[config.mk]
export PLATFORM = sky130hd
export DESIGN_NAME = led_glow_engine
export DESIGN_NICKNAME = d
export VERILOG_FILES = /design/src/rtl/led_glow_pkg.sv /design/src/rtl/led_glow_engine_pwm_frame.sv /design/src/rtl/led_glow_engine.sv
export SDC_FILE = /design/constraint.sdc
export NUM_CORES = 1
export LEC_CHECK = 0
export ABC_CLOCK_PERIOD_IN_PS = 2700
export CELL_PAD_IN_SITES_DETAIL_PLACEMENT = 0
export CELL_PAD_IN_SITES_GLOBAL_PLACEMENT = 1
export CORE_UTILIZATION = 46
export DETAILED_ROUTE_END_ITERATION = 12
export PLACE_DENSITY = 0.82
export SYNTH_ARGS = -nofsm -noshare
export SYNTH_HDL_FRONTEND = slang
export SYNTH_SLANG_ARGS = --single-unit
[constraint.sdc]
create_clock -name clk -period 2.7 [get_ports clk]
set_clock_uncertainty 0.2 [all_clocks]
set_input_delay 0.675 -clock clk [delete_from_list [all_inputs] [get_ports clk]]
set_output_delay 0.675 -clock clk [all_outputs]
set_load 0.05 [all_outputs]
[src/rtl/led_glow_pkg.sv]
`default_nettype none
// ============================================================================
//  Module      : led_glow_pkg
//  Description : Shared mode and ramp-direction definitions for the LED glow
//                engine and its PWM frame sub-block.
//  Revision    : 1.0 - initial multi-channel release
// ============================================================================
package led_glow_pkg;

    // Runtime operating mode as presented on the mode input
    typedef logic [1:0] mode_t;

    localparam mode_t MODE_OFF     = 2'd0;
    localparam mode_t MODE_BREATHE = 2'd1;
    localparam mode_t MODE_ALT     = 2'd2;
    localparam mode_t MODE_STATIC  = 2'd3;

    // Direction of the triangle breathing ramp
    typedef enum logic {
        DIR_UP   = 1'b0,
        DIR_DOWN = 1'b1
    } dir_t;

endpackage
`default_nettype wire

[src/rtl/led_glow_engine_pwm_frame.sv]
`default_nettype none
// ============================================================================
//  Module      : led_pwm_frame
//  Description : Shared free-running PWM frame counter with per-channel duty
//                registers that only update at the frame boundary, plus the
//                per-channel lit comparators.
//  Revision    : 1.0 - initial multi-channel release
// ============================================================================
module led_pwm_frame #(
    parameter int N_CH     = 8,
    parameter int PWM_BITS = 8
) (
    input  logic                               clk,
    input  logic                               rst_n,
    input  logic                               clr,
    input  logic [N_CH-1:0][PWM_BITS-1:0]      duty_next,
    output logic                               frame_end,
    output logic [N_CH-1:0]                    lit
);

    localparam logic [PWM_BITS-1:0] c_MAX = {PWM_BITS{1'b1}};

    logic [PWM_BITS-1:0]            r_pwm_cnt;
    logic [N_CH-1:0][PWM_BITS-1:0]  r_duty_cur;

    assign frame_end = (r_pwm_cnt == c_MAX);

    // Frame counter: free-running, wraps MAX->0, restarted by a clear
    always_ff @(posedge clk or negedge rst_n) begin
        if (!rst_n) begin
            r_pwm_cnt <= '0;
        end else if (clr) begin
            r_pwm_cnt <= '0;
        end else begin
            r_pwm_cnt <= r_pwm_cnt + 1'b1;
        end
    end

    // Duty registers: load only on the last clock of a frame so a duty change never glitches mid-frame
    always_ff @(posedge clk or negedge rst_n) begin
        if (!rst_n) begin
            r_duty_cur <= '0;
        end else if (clr) begin
            r_duty_cur <= '0;
        end else if (frame_end) begin
            r_duty_cur <= duty_next;
        end
    end

    // Duty d lights a channel for counts 0..d-1, i.e. d clocks per frame
    generate
        for (genvar gi = 0; gi < N_CH; gi++) begin : g_ch
            assign lit[gi] = (r_pwm_cnt < r_duty_cur[gi]);
        end
    endgenerate

endmodule
`default_nettype wire

[src/rtl/led_glow_engine.sv]
`default_nettype none
// ============================================================================
//  Module      : led_glow_engine
//  Description : Multi-channel LED glow engine: triangle breathing ramp with
//                programmable step rate, two-group alternate pattern, static
//                duty and off modes, driving registered LED outputs.
//  Revision    : 1.0 - initial multi-channel release
// ============================================================================
module led_glow_engine
    import led_glow_pkg::*;
#(
    parameter int N_CH        = 8,
    parameter int PWM_BITS    = 8,
    parameter int RAMP_DIV    = 97656,
    parameter int ACTIVE_HIGH = 1
) (
    input  logic                 clk,
    input  logic                 rst_n,
    input  logic                 enable,
    input  mode_t                mode,
    input  logic [N_CH-1:0]      group_mask,
    input  logic [PWM_BITS-1:0]  static_level,
    output logic [N_CH-1:0]      led,
    output logic [PWM_BITS-1:0]  level,
    output logic                 phase,
    output logic                 cycle_done
);

    localparam logic [PWM_BITS-1:0] c_MAX        = {PWM_BITS{1'b1}};
    localparam int                  c_PRESC_W    = (RAMP_DIV > 1) ? $clog2(RAMP_DIV) : 1;
    localparam logic [c_PRESC_W-1:0] c_PRESC_LAST = c_PRESC_W'(RAMP_DIV - 1);
    // XOR mask turning "lit" into the pin level; all ones inverts for active-low LEDs
    localparam logic [N_CH-1:0]     c_LED_OFF    = {N_CH{(ACTIVE_HIGH == 0)}};

    mode_t                          r_mode_q;
    logic [c_PRESC_W-1:0]           r_presc;
    logic [PWM_BITS-1:0]            r_level;
    dir_t                           r_dir;
    logic                           r_phase;
    logic                           r_cycle_done;
    logic [N_CH-1:0]                r_led;

    logic                           w_clr;
    logic                           w_ramp_en;
    logic                           w_tick;
    logic [PWM_BITS-1:0]            w_level_inc;
    logic [PWM_BITS-1:0]            w_level_dec;
    logic [N_CH-1:0][PWM_BITS-1:0]  w_duty_next;
    logic [N_CH-1:0]                w_lit;
    // Frame boundary strobe of the PWM block; the ramp runs on its own prescaler
    logic                           w_unused_frame_end;

    // Any mode change restarts everything from a clean state
    assign w_clr       = !enable || (mode != r_mode_q);
    assign w_ramp_en   = (r_mode_q == MODE_BREATHE) || (r_mode_q == MODE_ALT);
    assign w_tick      = w_ramp_en && (r_presc == c_PRESC_LAST);
    assign w_level_inc = r_level + 1'b1;
    assign w_level_dec = r_level - 1'b1;

    // Track the mode the engine was last cleared into
    always_ff @(posedge clk or negedge rst_n) begin
        if (!rst_n) begin
            r_mode_q <= MODE_OFF;
        end else if (w_clr) begin
            r_mode_q <= mode;
        end
    end

    // Prescaler and triangle ramp; held at zero/up outside the ramping modes
    always_ff @(posedge clk or negedge rst_n) begin
        if (!rst_n) begin
            r_presc      <= '0;
            r_level      <= '0;
            r_dir        <= DIR_UP;
            r_phase      <= 1'b0;
            r_cycle_done <= 1'b0;
        end else if (w_clr || !w_ramp_en) begin
            r_presc      <= '0;
            r_level      <= '0;
            r_dir        <= DIR_UP;
            r_phase      <= 1'b0;
            r_cycle_done <= 1'b0;
        end else begin
            r_cycle_done <= 1'b0;
            if (w_tick) begin
                r_presc <= '0;
                if (r_dir == DIR_UP) begin
                    r_level <= w_level_inc;
                    if (w_level_inc == c_MAX) begin
                        r_dir <= DIR_DOWN;
                    end
                end else begin
                    r_level <= w_level_dec;
                    if (w_level_dec == '0) begin
                        r_dir        <= DIR_UP;
                        r_phase      <= ~r_phase;
                        r_cycle_done <= 1'b1;
                    end
                end
            end else begin
                r_presc <= r_presc + 1'b1;
            end
        end
    end

    // Per-channel target duty for the next frame, chosen by the active mode
    always_comb begin
        w_duty_next = '0;
        for (int i = 0; i < N_CH; i++) begin
            case (r_mode_q)
                MODE_BREATHE: w_duty_next[i] = r_level;
                MODE_ALT: begin
                    if (group_mask[i] == r_phase) begin
                        w_duty_next[i] = r_level;
                    end
                end
                MODE_STATIC:  w_duty_next[i] = static_level;
                default:      w_duty_next[i] = '0;
            endcase
        end
    end

    led_pwm_frame #(
        .N_CH     (N_CH),
        .PWM_BITS (PWM_BITS)
    ) u_pwm_frame (
        .clk       (clk),
        .rst_n     (rst_n),
        .clr       (w_clr),
        .duty_next (w_duty_next),
        .frame_end (w_unused_frame_end),
        .lit       (w_lit)
    );

    // Registered pin drive; a clear darkens the LEDs on the very next cycle
    always_ff @(posedge clk or negedge rst_n) begin
        if (!rst_n) begin
            r_led <= c_LED_OFF;
        end else if (w_clr) begin
            r_led <= c_LED_OFF;
        end else begin
            r_led <= w_lit ^ c_LED_OFF;
        end
    end

    assign led        = r_led;
    assign level      = r_level;
    assign phase      = r_phase;
    assign cycle_done = r_cycle_done;

endmodule
`default_nettype wire
==> results by group, run 1 <==
Status
  • Status: completed

Yosys
  • Synth area leader: dfrtp_1
  • Synth Flop Type: dfrtp_1
  • Avg Cell Area, Syn: 8.997 um2
  • Flops & latches, synth: 110
  • Synthesized instance count: 723
  • Netlist Area Pre-Place: 6505 um2
  • Most common cell in the netlist: dfrtp_1
  • Post-synth EDFFs: 0
  • Synth top area cells: dfrtp_1, ha_1, a21oi_1
  • Most frequent cells after synthesis: dfrtp_1, a21oi_1, nand2_1
  • Asr flop ratio synth: 1.000
  • Ys Warns: 0
  • Sequential share of the synthesized area: 0.4232
  • Top cell type's share of synthesized area: 0.4232
  • Post-synth cell types: 50
  • Post-synth net total: 810

Clocking
  • Max clock buf depth: 2
  • Setup bufs post-CTS: 0
  • H-tree depth: 3
  • # clock sinks: 110
  • Post-CTS Hold Buffers: 0
  • Post-cts resize count: 0
  • Clk_lat worst skew: 360 ps
  • Root Driver: clkbuf_16
  • Clk pin slew, worst setup/hold paths: 70 ps
  • CTS tree: yes
  • CTS Buf Count: 9

Critical path
  • CP endpoint kind: output port
  • Crit-path max cell delay: 870 ps
  • Slowest CP cell: clkdlybuf4s50_1
  • Crit-path leading delay family: buffers and inverters
  • WP data arrival: 1760 ps
  • Setup CP Type: reg -> out
  • WP buf/inv: 1
  • CP max FO: 8
  • Crit path required time: 1820 ps
  • Startpoint Class: flip-flop
  • CP Cell Sequence: clkdlybuf4s50_1

Floorplanning
  • Core ar.: 13830 um2
  • Die Area: 14620 um2
  • Chip width: 120.9 um
  • Site row count: 43
  • Starting Density: 0.4705
  • IO Pins: 39
  • Die Span Y: 120.9 um

Power and ir drop
  • Total Power: 3.347 mW
  • Power Dens Cells: 447.5 nW/um2
  • P_leak: 3.119 nW
  • Peak VDD IR: 0.3048 mV

Timing
  • Final setup TNS: 0 ps
  • Final hold vios: 0
  • Pins Over Slew Limit: 0
  • Worst Max-Slew Pin Slew: 877.6 ps
  • Fin crit period: 2632 ps
  • Setup repair after global routing missed its margin: false
  • Fmax: 380.0 MHz
  • Final period util: 0.9748
  • Final setup viols: 0
  • Slew HR: 0.4107

Worst hold path
  • Hold Crit Class: in -> async

Placement
  • DP Area: 7156 um2
  • Placer Congestion: 0.8038
  • Post-DP HPWL: 11.44 mm
  • Port-buffer cells: 38

Layout
  • Share of cells above drive strength 1: 0.07077
  • Design area: 7480 um2
  • Antenna Cells: 0
  • Area growth, synth to finish: 14.98%
  • Multi-input logic area: 3348 um2
  • Reg area: 2753 um2
  • Nets@finish: 845
  • FILL cells: 1278
  • Utilization after layout: 0.5409

Drt
  • Avg WL per Cell: 17.55 um
  • Routed Antenna Nets: 0
  • Pre-antenna DRT Iters: 4
  • Via count: 5171
  • Total routed wirelength: 16.55 mm
  • Vias per cell: 5.484
  • Residual DRC: 0
  • DRT iter0 DRCs: 346

Global routing
  • Global-route wire length before repair: 26.58 mm
  • GRT overflow: 0
  • Initial antenna violation count: 0
  • Largest net degree at the start of global routing: 65
  • Vias in the first global route: 5144
  • GRT Total Usage: 0.2394

Job
  • Max-cap violations: 0
## registers in the layout, summed over array words and instances (netlist names), 2 cells and up
signal / cells
r_presc: 17
led: 8
r_mode_q: 2
u_pwm_frame.r_duty_cur: 64
level: 8
u_pwm_frame.r_pwm_cnt: 8
## per-layer routing
layer  vias up  global-route usage  part of all wire
met5         -                   0                 0
met4         0             0.08102             0.013
met3        13             0.02491             0.024
met2        83              0.4018              0.49
met1      2526              0.3221              0.48
li1       2549                   -                 -
## where the power goes
group | internal (mW) | switching, mW
Sequential | 1.65 | 0.00353
Clock | 0.842 | 0.633
Combinational | 0.0798 | 0.140
Total | 2.57 | 0.776
## kinds of logic after synthesis
family / synth area share
buffers and inverters: 0.06347
multiplexers: 0.004809
flip-flops: 0.4232
AO/OA/AOI/OAI: 0.1831
AND/OR/NAND/NOR: 0.1460
adder cells (fa/ha/maj): 0.1269
XOR/XNOR: 0.05251
## layout by cell type, fill, tap and decap left out, drive strengths merged, types with 2 or more instances in the layout
| cell type | instances |
|---|---|
| a211o | 8 |
| a211oi | 3 |
| a21o | 17 |
| a21oi | 82 |
| a22o | 8 |
| a31oi | 10 |
| a32oi | 2 |
| and2 | 10 |
| and3 | 3 |
| buf | 27 |
| bufinv | 2 |
| clkbuf | 11 |
| clkdlybuf4s50 | 34 |
| dfrtp | 110 |
| ha | 66 |
| inv | 64 |
| mux2i | 2 |
| nand2 | 78 |
| nand2b | 9 |
| nand3 | 26 |
| nand4 | 3 |
| nor2 | 43 |
| nor3 | 11 |
| nor4 | 4 |
| nor4bb | 4 |
| o21ai | 73 |
| xnor2 | 27 |
| xor2 | 12 |
## through the flow
| step | hold slack (ps) | cells | setup WS [ps] |
|---|---|---|---|
| finish | 14.90 | 943 | 68.10 |
| global route | 45.45 | 943 | 31.64 |
| CTS | 21.58 | 943 | 62.27 |
| detailed placement | 270.7 | 927 | 38.10 |
| global placement | 261.6 | 927 | 121.9 |
| floorplan | 179.4 | 723 | 157.2 |
## worst paths after layout
kind,cells after the start,from,slack (ps),to
max in group asynchronous,2,rst_n,1610,u_pwm_frame.r_duty_cur[7]
min in group clk,2,u_pwm_frame.r_duty_cur[44],280,u_pwm_frame.r_duty_cur[44]
worst max register to register,7,r_mode_q[0],340,r_presc[13]
worst max-delay path,1,level[5],70,level[5]
worst min register to register,2,u_pwm_frame.r_duty_cur[44],280,u_pwm_frame.r_duty_cur[44]
worst min-delay path,1,rst_n,10,u_pwm_frame.r_duty_cur[35]
## worst reg2reg max path, stage by stage (launching register included)
cell	delay [ps]
dfrtp_1	410
inv_1	90
ha_1	320
nor4bb_1	190
and3_2	210
nand3_2	160
nand2b_1	490
nor2_1	130
## layout make-up
cell class | instances | area share
Inverter | 63 | 0.03162
Tap cell | 180 | 0.03011
Clock inverter | 5 | 0.01087
Multi-Input combinational cell | 513 | 0.4476
Sequential cell | 110 | 0.3680
Clock buffer | 11 | 0.03245
Timing Repair Buffer | 61 | 0.07929
No activity file was read; power rests on OpenSTA's default activity.
==> run 2, diff against run 1 <==
--- a/config.mk
+++ b/config.mk
@@ -5,12 +5,15 @@
 export SDC_FILE = /design/constraint.sdc
 export NUM_CORES = 1
 export LEC_CHECK = 0
+export ABC_AREA = 0
 export ABC_CLOCK_PERIOD_IN_PS = 2700
 export CELL_PAD_IN_SITES_DETAIL_PLACEMENT = 0
 export CELL_PAD_IN_SITES_GLOBAL_PLACEMENT = 1
 export CORE_UTILIZATION = 46
 export DETAILED_ROUTE_END_ITERATION = 12
-export PLACE_DENSITY = 0.82
+export HOLD_SLACK_MARGIN = 0.06
+export PLACE_DENSITY = 0.83
 export SYNTH_ARGS = -nofsm -noshare
 export SYNTH_HDL_FRONTEND = slang
+export SYNTH_HIERARCHICAL = 1
 export SYNTH_SLANG_ARGS = --single-unit
==> results by group, run 2 <==
Drt
  • Routed Antenna Nets: 0 (unchanged)
  • Residual DRC: 0 (unchanged)
  • Vias per cell: 5.571 (+1.6%)
  • Total routed wirelength: 19.90 mm (+20%)
  • Avg WL per Cell: 17.39 um (-0.87%)
  • DRT iter0 DRCs: 489 (+41%)
  • Via count: 6373 (+23%)
  • Pre-antenna DRT Iters: 5 (+1)

Job
  • Max-cap violations: 0 (unchanged)

Yosys
  • Synth Area in Simple Gates: 0.2220 (+0.07604)
  • Avg Cell Area, Syn: 8.159 um2 (-9.3%)
  • Netlist Area Pre-Place: 7269 um2 (+12%)
  • Asr flop ratio synth: 1.000 (unchanged)
  • Post-synth EDFFs: 0 (unchanged)
  • Synth area leader: dfrtp_1
  • Ys Warns: 6 (+6)
  • Synth Flop Type: dfrtp_1
  • Synth top area cells: dfrtp_1, ha_1, nand2_1
  • Xor/xnor share of the synthesized area: 0.03133 (-0.02118)
  • Flops & latches, synth: 110 (unchanged)
  • Synthesized instance count: 891 (+23%)
  • Post-synth cell types: 53 (+6.0%)
  • Most frequent cells after synthesis: nand2_1, a21oi_1, dfrtp_1
  • Largest family of logic cells by synthesized area: simple AND/OR/NAND/NOR gates
  • Post-synth net total: 978 (+21%)
  • Post-synthesis mux area share: 0.006885 (+0.002076)
  • Post-Synth Adder-Cell Area: 0.1136 (-0.01335)
  • Sequential share of the synthesized area: 0.3787 (-0.04450)
  • Most common cell in the netlist: nand2_1
  • Compound-Gate Fraction of Synth Area: 0.1773 (-0.005832)
  • Top cell type's share of synthesized area: 0.3787 (-0.04450)

Placement
  • Placer Congestion: 0.8063 (+0.31%)
  • DP Area: 8039 um2 (+12%)
  • Port-buffer cells: 38 (unchanged)
  • Post-DP HPWL: 13.25 mm (+16%)

Floorplanning
  • Die Span Y: 127.7 um (+5.6%)
  • Chip width: 127.7 um (+5.6%)
  • Starting Density: 0.4747 (+0.004218)
  • Site row count: 45 (+4.7%)
  • IO Pins: 39 (unchanged)
  • Die Area: 16310 um2 (+12%)
  • Core ar.: 15310 um2 (+11%)

Timing
  • Final hold vios: 0 (unchanged)
  • Worst hold slack: 286.0 ps (+271.1 ps)
  • Final setup viols: 0 (unchanged)
  • Final setup TNS: 0 ps (unchanged)
  • Slew HR: 0.4678 (+0.05707)
  • Worst Max-Slew Pin Slew: 792.6 ps (-84.99 ps)
  • Setup repair after global routing missed its margin: false
  • Pins Over Slew Limit: 0 (unchanged)
  • Final period util: 0.9790 (+0.004260)
  • Fin crit period: 2643 ps (+11.50 ps)
  • Fmax: 378.3 MHz (-0.44%)

Clocking
  • Max clock buf depth: 2 (unchanged)
  • # clock sinks: 110 (unchanged)
  • CTS tree: yes
  • CTS Buf Count: 9 (unchanged)
  • Clk pin slew, worst setup/hold paths: 70 ps (about the same)
  • Clk_lat worst skew: 370 ps (about the same)
  • Root Driver: clkbuf_16
  • Post-cts resize count: 0 (unchanged)
  • H-tree depth: 3 (unchanged)

Global routing
  • GRT overflow: 0 (unchanged)
  • Global-route wire length before repair: 31.80 mm (+20%)
  • Vias in the first global route: 5847 (+14%)
  • GRT Total Usage: 0.2569 (+0.01750)
  • Largest net degree at the start of global routing: 65 (unchanged)
  • Initial antenna violation count: 0 (unchanged)

Layout
  • Design area: 8315 um2 (+11%)
  • Most flop-heavy register: u_pwm_frame/r_duty_cur
  • Antenna Cells: 0 (unchanged)
  • Nets@finish: 1015 (+20%)
  • Share of cells above drive strength 1: 0.09325 (+0.02247)
  • Commonest non-fill, non-tap cell in the layout: nand2_1
  • Biggest regs: u_pwm_frame/r_duty_cur x64, r_presc x17
  • Max reg flops: 64 (unchanged)
  • Commonest non-fill, non-tap cells in the layout: nand2_1, a21oi_1, dfrtp_1
  • Area growth, synth to finish: 14.39%

Critical path
  • Startpoint Class: flip-flop
  • Crit-path leading delay family: buffers and inverters
  • CP endpoint kind: output port
  • WP data arrival: 1770 ps (about the same)
  • Crit path required time: 1820 ps (about the same)
  • Worst Reg-to-Reg Cells: 5 (-2)
  • R2r setup slk: 130 ps (-210 ps)
  • Crit-path max cell delay: 880 ps (about the same)
  • Worst reg2reg path startpoint: r_presc[9]
  • Setup crit start: level[7]
  • CP Cell Sequence: clkdlybuf4s50_1
  • CP max FO: 9 (+1)
  • WP buf/inv: 1 (unchanged)
  • WP depth: 1 (unchanged)
  • Slowest CP cell: clkdlybuf4s50_1
  • Setup CP Type: reg -> out

Power and ir drop
  • Total Power: 3.176 mW (-5.1%)
  • Cell Int Power: 2.360 mW (-8.2%)
  • Clk pwr share: 0.399 (-0.041)
  • Combinational share of power: 0.080 (+0.014)
  • Seq pwr share: 0.521 (+0.027)
  • Power Dens Cells: 382.0 nW/um2 (-15%)
  • Switching power: 0.8163 mW (+5.2%)
  • Sw frac: 0.2570 (+0.02514)
  • P_leak: 3.250 nW (+4.2%)
  • Peak VDD IR: 0.3494 mV (+15%)

Status
  • Status: completed

Worst hold path
  • Hold Crit Class: reg -> reg
  • Hold path startpoint: r_presc[0]
  • Hold depth: 1
[run 2: final timing paths]
path | end
max | level[7]
max reg2reg | level[2]
max in group asynchronous | r_presc[9]
min | r_presc[0]
min reg2reg | r_presc[0]
min in group asynchronous | led[1]
[run 2: power groups by stage]
| stage | combinational [mW] | clock (mW) | sequential (mW) |
|---|---|---|---|
| finish | 0.255 | 1.27 | 1.65 |
| global route | 0.276 | 1.36 | 1.65 |
| CTS | 0.255 | 1.30 | 1.65 |
| detailed placement | 0.254 | 0 | 1.69 |
| global placement | 0.253 | 0 | 1.69 |
| floorplan | 0.106 | 0 | 1.69 |
[run 2: kinds of logic after synthesis]
group                      after synthesis
AOI/OAI and AO/OA                      219
muxes                                    5
adders and majority gates               66
xor gates and xnor gates                26
buffers and inverters                  120
DFF                                    110
and+or+nand+nor                        345
[run 2: per-layer routing]
layer	part of all wire	track usage
met3	0.058	0.05175
met1	0.46	0.3517
met5	0	0
met4	0.016	0.06851
met2	0.47	0.4156
[run 2: metrics by stage]
step,instances,util,setup WS (ps)
floorplan,891,-,201.1
global placement,1127,0.5249,169.5
detailed placement,1127,0.5249,130.8
CTS,1144,0.5430,36.60
global route,1144,0.5430,2.243
finish,1144,0.5430,56.59
[run 2: timing repair]
| action | in CTS | in global routing |
|---|---|---|
| setup endpoints to repair | 0 | 0 |
| hold buffers | 1 | 0 |
| buffers inserted | 0 | 0 |
| hold endpoints to repair | 15 | 0 |
[run 2: cell type report]
cell class                      count  area (um2)
Clock buffer                        9       225.2
Inverter                           64       240.2
Tap cell                          211       264.0
Clock inverter                      7       41.29
Sequential cell                   110        2753
Timing Repair Buffer               82       783.3
Multi-Input combinational cell    661        4009
Fill cell                        1486        6999
